<file path="config.mk">
export PLATFORM = sky130hd
export DESIGN_NAME = fifo_access_ctrl
export DESIGN_NICKNAME = d
export VERILOG_FILES = /design/src/rtl/fifo_access_ctrl.sv
export SDC_FILE = /design/constraint.sdc
export NUM_CORES = 1
export LEC_CHECK = 0
export BUFFER_PORTS_ARGS = -buffer_cell sky130_fd_sc_hd__buf_2
export CAP_MARGIN = 20
export CORE_ASPECT_RATIO = 1.25
export CORE_MARGIN = 2
export CORE_UTILIZATION = 40
export DETAILED_ROUTE_END_ITERATION = 10
export PLACE_DENSITY_LB_ADDON = 0.2
export SETUP_SLACK_MARGIN = 0.5
export SYNTH_ARGS = -nofsm -noshare
export SYNTH_HDL_FRONTEND = slang
export SYNTH_SLANG_ARGS = --single-unit
</file>
<file path="constraint.sdc">
create_clock -name clk -period 4.1 [get_ports clk]
set_input_delay 0.41 -clock clk [delete_from_list [all_inputs] [get_ports clk]]
set_output_delay 0.41 -clock clk [all_outputs]
set_load 0.01 [all_outputs]
</file>
<file path="src/rtl/fifo_access_ctrl.sv">
// Arbitrated access controller for a flag-less FIFO_buffer: round-robin producer writes,
// single-consumer read strobes, and occupancy tracking so the FIFO never over/underflows.

module fifo_access_lane #(
    parameter int DATA_W = 8
) (
    input  logic              sel,
    input  logic [DATA_W-1:0] din,
    output logic [DATA_W-1:0] dout
);
    assign dout = sel ? din : '0;
endmodule

module fifo_access_ctrl #(
    parameter int N_REQ  = 4,
    parameter int DATA_W = 8,
    parameter int DEPTH  = 16,
    parameter int RD_LAT = 1,
    localparam int CW    = $clog2(DEPTH + 1),
    localparam int PW    = (N_REQ > 1) ? $clog2(N_REQ) : 1
) (
    input  logic                    clk,
    input  logic                    rst,
    input  logic [N_REQ-1:0]        req,
    input  logic [N_REQ*DATA_W-1:0] wdata,
    output logic [N_REQ-1:0]        gnt,
    output logic                    fifo_wr,
    output logic [DATA_W-1:0]       fifo_din,
    input  logic                    rd_req,
    output logic                    rd_ack,
    output logic                    fifo_rd,
    output logic                    rd_valid,
    output logic [CW-1:0]           count,
    output logic                    full,
    output logic                    empty
);
    logic [PW-1:0]                  rr_ptr;
    logic [PW-1:0]                  sel_idx;
    logic [PW-1:0]                  nxt_ptr;
    logic [PW-1:0]                  idx;
    logic                           found;
    logic                           wr_ok;
    logic [N_REQ-1:0][DATA_W-1:0]   lane_dat;
    logic [DATA_W-1:0]              sel_dat;
    logic [RD_LAT:0]                vld_pipe;

    assign wr_ok = (count < CW'(DEPTH));

    // Search starts at rr_ptr so the most recently served producer goes last.
    always_comb begin
        gnt     = '0;
        sel_idx = '0;
        found   = 1'b0;
        idx     = '0;
        for (int k = 0; k < N_REQ; k++) begin
            idx = PW'((int'(rr_ptr) + k) % N_REQ);
            if (!found && req[idx]) begin
                found        = 1'b1;
                gnt[idx]     = 1'b1;
                sel_idx      = idx;
            end
        end
        if (!rst || !wr_ok)
            gnt = '0;
    end

    for (genvar i = 0; i < N_REQ; i++) begin : g_lane
        fifo_access_lane #(.DATA_W(DATA_W)) u_lane (
            .sel  (gnt[i]),
            .din  (wdata[i*DATA_W +: DATA_W]),
            .dout (lane_dat[i])
        );
    end

    always_comb begin
        sel_dat = '0;
        for (int k = 0; k < N_REQ; k++)
            sel_dat = sel_dat | lane_dat[k];
    end

    assign nxt_ptr = (sel_idx == PW'(N_REQ - 1)) ? '0 : sel_idx + 1'b1;

    // Both sides look at the pre-edge count, so a same-cycle read never frees room for a write.
    assign rd_ack = rst & rd_req & (count != '0);
    assign full   = (count == CW'(DEPTH));
    assign empty  = (count == '0);

    // vld_pipe[0] is the read strobe itself; the tail marks Data_out valid.
    assign fifo_rd  = vld_pipe[0];
    assign rd_valid = vld_pipe[RD_LAT];

    always_ff @(posedge clk) begin
        if (!rst) begin
            fifo_wr  <= 1'b0;
            fifo_din <= '0;
            rr_ptr   <= '0;
            count    <= '0;
            vld_pipe <= '0;
        end else begin
            fifo_wr  <= |gnt;
            if (|gnt) begin
                fifo_din <= sel_dat;
                rr_ptr   <= nxt_ptr;
            end
            vld_pipe <= {vld_pipe[RD_LAT-1:0], rd_ack};
            count    <= count + CW'(|gnt) - CW'(rd_ack);
        end
    end

    always_ff @(posedge clk) begin
        if (rst) begin
            assert ($onehot0(gnt));
            assert ((gnt & ~req) == '0);
            assert (count <= CW'(DEPTH));
        end
    end
endmodule

</file>
==> flow_metrics.env <==
export IMPL_status="finished clean"
export IMPL_drt_wl_total_um=3844
export IMPL_cts_buffers=3
export IMPL_vias_per_cell=5.188
export IMPL_slowest_delay_ns=0.39
export IMPL_maxCapViolations=0
export IMPL_syn_area_per_cell_sq_um=9.066
export IMPL_drc=0
export IMPL_preCtsSetupSlack_ns=0.2831
export IMPL_synth_top_area_share_pct=22.71
export IMPL_grt_met2_usage_pct=27.90
export IMPL_area_growth_pct=31.39
export IMPL_fin_crit_sh_pct=84.63
export IMPL_synth_most_common_cell="nand2_1"
export IMPL_maxSlewViolCount=0
export IMPL_drive_gt1_share_pct=46.44
export IMPL_clkSinkCount=18
export IMPL_core_region_area_sq_um=3785
export IMPL_synth_nets=228
export IMPL_max_freq_mhz=288.2
export IMPL_grt_pass1_vias=1264
export IMPL_end_kind="register"
export IMPL_cts_root_buf="clkbuf_8"
export IMPL_final_nets=294
export IMPL_die_area_sq_um=4489
export IMPL_regArea_sq_um=365.4
export IMPL_grt_max_degree=15
export IMPL_reg2reg_to="count[4]$_SDFF_PN0_"
export IMPL_grt_most_used_layer="met2"
export IMPL_synth_top_area_cell="dfxtp_1"
export IMPL_ys_flop_type="dfxtp_1"
export IMPL_grt_pass1_wl_um=5678
export IMPL_arrival_ns=3.65
export IMPL_synth_common_cells="nand2_1, dfxtp_1, a22oi_1"
export IMPL_yosysSeqAreaShare_pct=22.71
export IMPL_diodes=0
export IMPL_ir_drop_mv=0.2131
export IMPL_grt_antenna_before_repair=0
export IMPL_drt_initial_drc_count=53
export IMPL_std_cell_rows=25
export IMPL_hold_class="in -> reg"
export IMPL_path_cells="inv_8 > ha_4 > or3b_4 > a2111oi_4 > buf_4 > o21ai_2 > a31oi_4 > nor4_4 > ha_4 > inv_1 > ha_2 > fa_2 > a21oi_2 > nor2_1 > or3_1 > a21oi_1"
export IMPL_finClkSkew_ns=0.001440
export IMPL_worstPathMaxFanout=9
export IMPL_synth_cell_types=45
export IMPL_dpl_hpwl_um=2984
export IMPL_r2r_setup_slack_ns=0.63
export IMPL_synth_edf_count=0
export IMPL_track_usage_pct=16.50
export IMPL_path_class="reg -> reg"
export IMPL_cts_htree_levels=1
export IMPL_crit_path_start_kind="register"
export IMPL_critPathRequiredTime_ns=4.28
export IMPL_worst_slew_pin_slew_ns=0.4939
export IMPL_start_util_pct=41.92
export IMPL_synth_area_leaders="dfxtp_1, ha_1, a22oi_1"
export IMPL_leakagePower_nw=0.8762
export IMPL_r2r_cells=16
export IMPL_yosys_warnings=0
export IMPL_clockBufferDepth=2
export IMPL_multi_input_area_sq_um=1164
export IMPL_holdPathEnd="vld_pipe[0]$_SDFF_PN0_"
export IMPL_nFillCells=360
export IMPL_ant_nets=0
export IMPL_syn_inst=175
export IMPL_final_hold_violation_count=0
export IMPL_fin_ws_ns=0.6300
export IMPL_cellPowerDensity_nw_per_um2=635.4
export IMPL_setup_viol=0
export IMPL_fin_hold_ws_ns=0.4121
export IMPL_vias=1520
export IMPL_post_route_util_pct=55.07
export IMPL_hold_start="rd_req"
export IMPL_synth_ff_latch_count=18
export IMPL_globalRouteOverflowTotal=0
export IMPL_fin_crit_ns=3.470
export IMPL_ios=62
export IMPL_async_flop_share_pct=0
export IMPL_relSlewSlack_pct=66.61
export IMPL_die_h_um=74.41
export IMPL_dieWidth_um=60.33
export IMPL_place_congestion=0.7505
export IMPL_critical_path_slowest_cell="or3b_4"
export IMPL_fin_setup_tns_ns=0
export IMPL_grtUsageMet1_pct=21.08
export IMPL_clk_pin_slew_worst_paths_ns=0.07
export IMPL_clock_latency_ns=0.25
export IMPL_use_met3_pct=1.913
export IMPL_cts_tree="yes"
export IMPL_crit_path_frequent_cell="ha_4"
export IMPL_worstHoldPathCells=3
export IMPL_synth_area_sq_um=1587
export IMPL_drt_pass1_iterations=4
export IMPL_port_buffers=61
export IMPL_wl_per_cell_um=13.12
export IMPL_rsz0062_at_grt="no"
[worst max-delay path, delay by kind of cell (launching register included)]
kind	cells	cell delay, ns
simple gates	4	0.86
fa+ha+maj	4	1.05
compound gates	5	0.82
flops	1	0.38
buf+inv	3	0.28
[sequential cells by signal, summed over array words and instances (netlist names), named ones only]
name,cells
fifo_wr,1
rr_ptr,1
count,5
vld_pipe,2
fifo_din,8
[cells in the final DEF, fill, tap and decap left out, types with 6 or more instances in the layout]
cell,netlist,layout
buf_2,4,61
nand2_1,19,19
a22oi_1,16,16
dfxtp_1,18,16
buf_4,6,13
ha_1,13,10
nor2_1,9,9
a31oi_1,9,9
inv_1,7,7
nor2b_1,6,6
[how the worst max path moves through the flow]
stage,from,end,slack (ns),cells after the start
finish,register,count[4]$_SDFF_PN0_,0.63,16
detailed placement,register,count[4]$_SDFF_PN0_,0.28,15
floorplan,register,count[4]$_SDFF_PN0_,0.35,17
global placement,register,count[4]$_SDFF_PN0_,0.36,15
CTS,rr_ptr[1]$_SDFFE_PN0P_,count[4]$_SDFF_PN0_,0.53,16
global route,register,count[4]$_SDFF_PN0_,0.50,16
[cells by family after synthesis]
logic type	Yosys count	share of synthesized area, %
AO/OA/AOI/OAI	55	29.10
XOR/XNOR	5	2.761
adder cells (fa/ha/maj)	14	11.51
buffers and inverters	22	7.729
flip-flops	18	22.71
multiplexers	7	6.940
AND/OR/NAND/NOR	54	19.24
[through the flow]
stage          std cells  cell area [sq um]  power, mW
5_1_grt              293               2085      1.440
4_1_cts              288               2039      1.296
2_1_floorplan        175               1648     0.9573
3_5_place_dp         283               1978      1.161
6_report             293               2085      1.325
3_3_place_gp         283               1978      1.160
[power by group]
| part | total [mW] | switching [mW] | internal [mW] |
|---|---|---|---|
| Combinational | 0.911 | 0.476 | 0.435 |
| Clock | 0.122 | 0.0563 | 0.0652 |
| Sequential | 0.293 | 0.0443 | 0.248 |
| Total | 1.32 | 0.577 | 0.748 |
[final cells by class]
type / instances / area share (%)
Clock buffer: 3 / 1.981
Timing Repair Buffer: 74 / 19.33
Inverter: 9 / 2.101
Multi-Input combinational cell: 135 / 55.82
Sequential cell: 18 / 17.53
Tap cell: 54 / 3.241
[timing repair]
action,CTS,global route
hold buffers,0,0
setup endpoints to repair,1,1
setup buffers,2,5
endpoints found under the hold margin,0,0
resized for setup,2,1
cloned,0,0
pin swaps,1,4
[per-layer routing]
layer,share of wire (%),vias to the layer above
li1,-,772
met3,7.4,5
met1,46,678
met2,45,65
met4,1.5,0
met5,0,-
(Power assumes the default switching activity.)
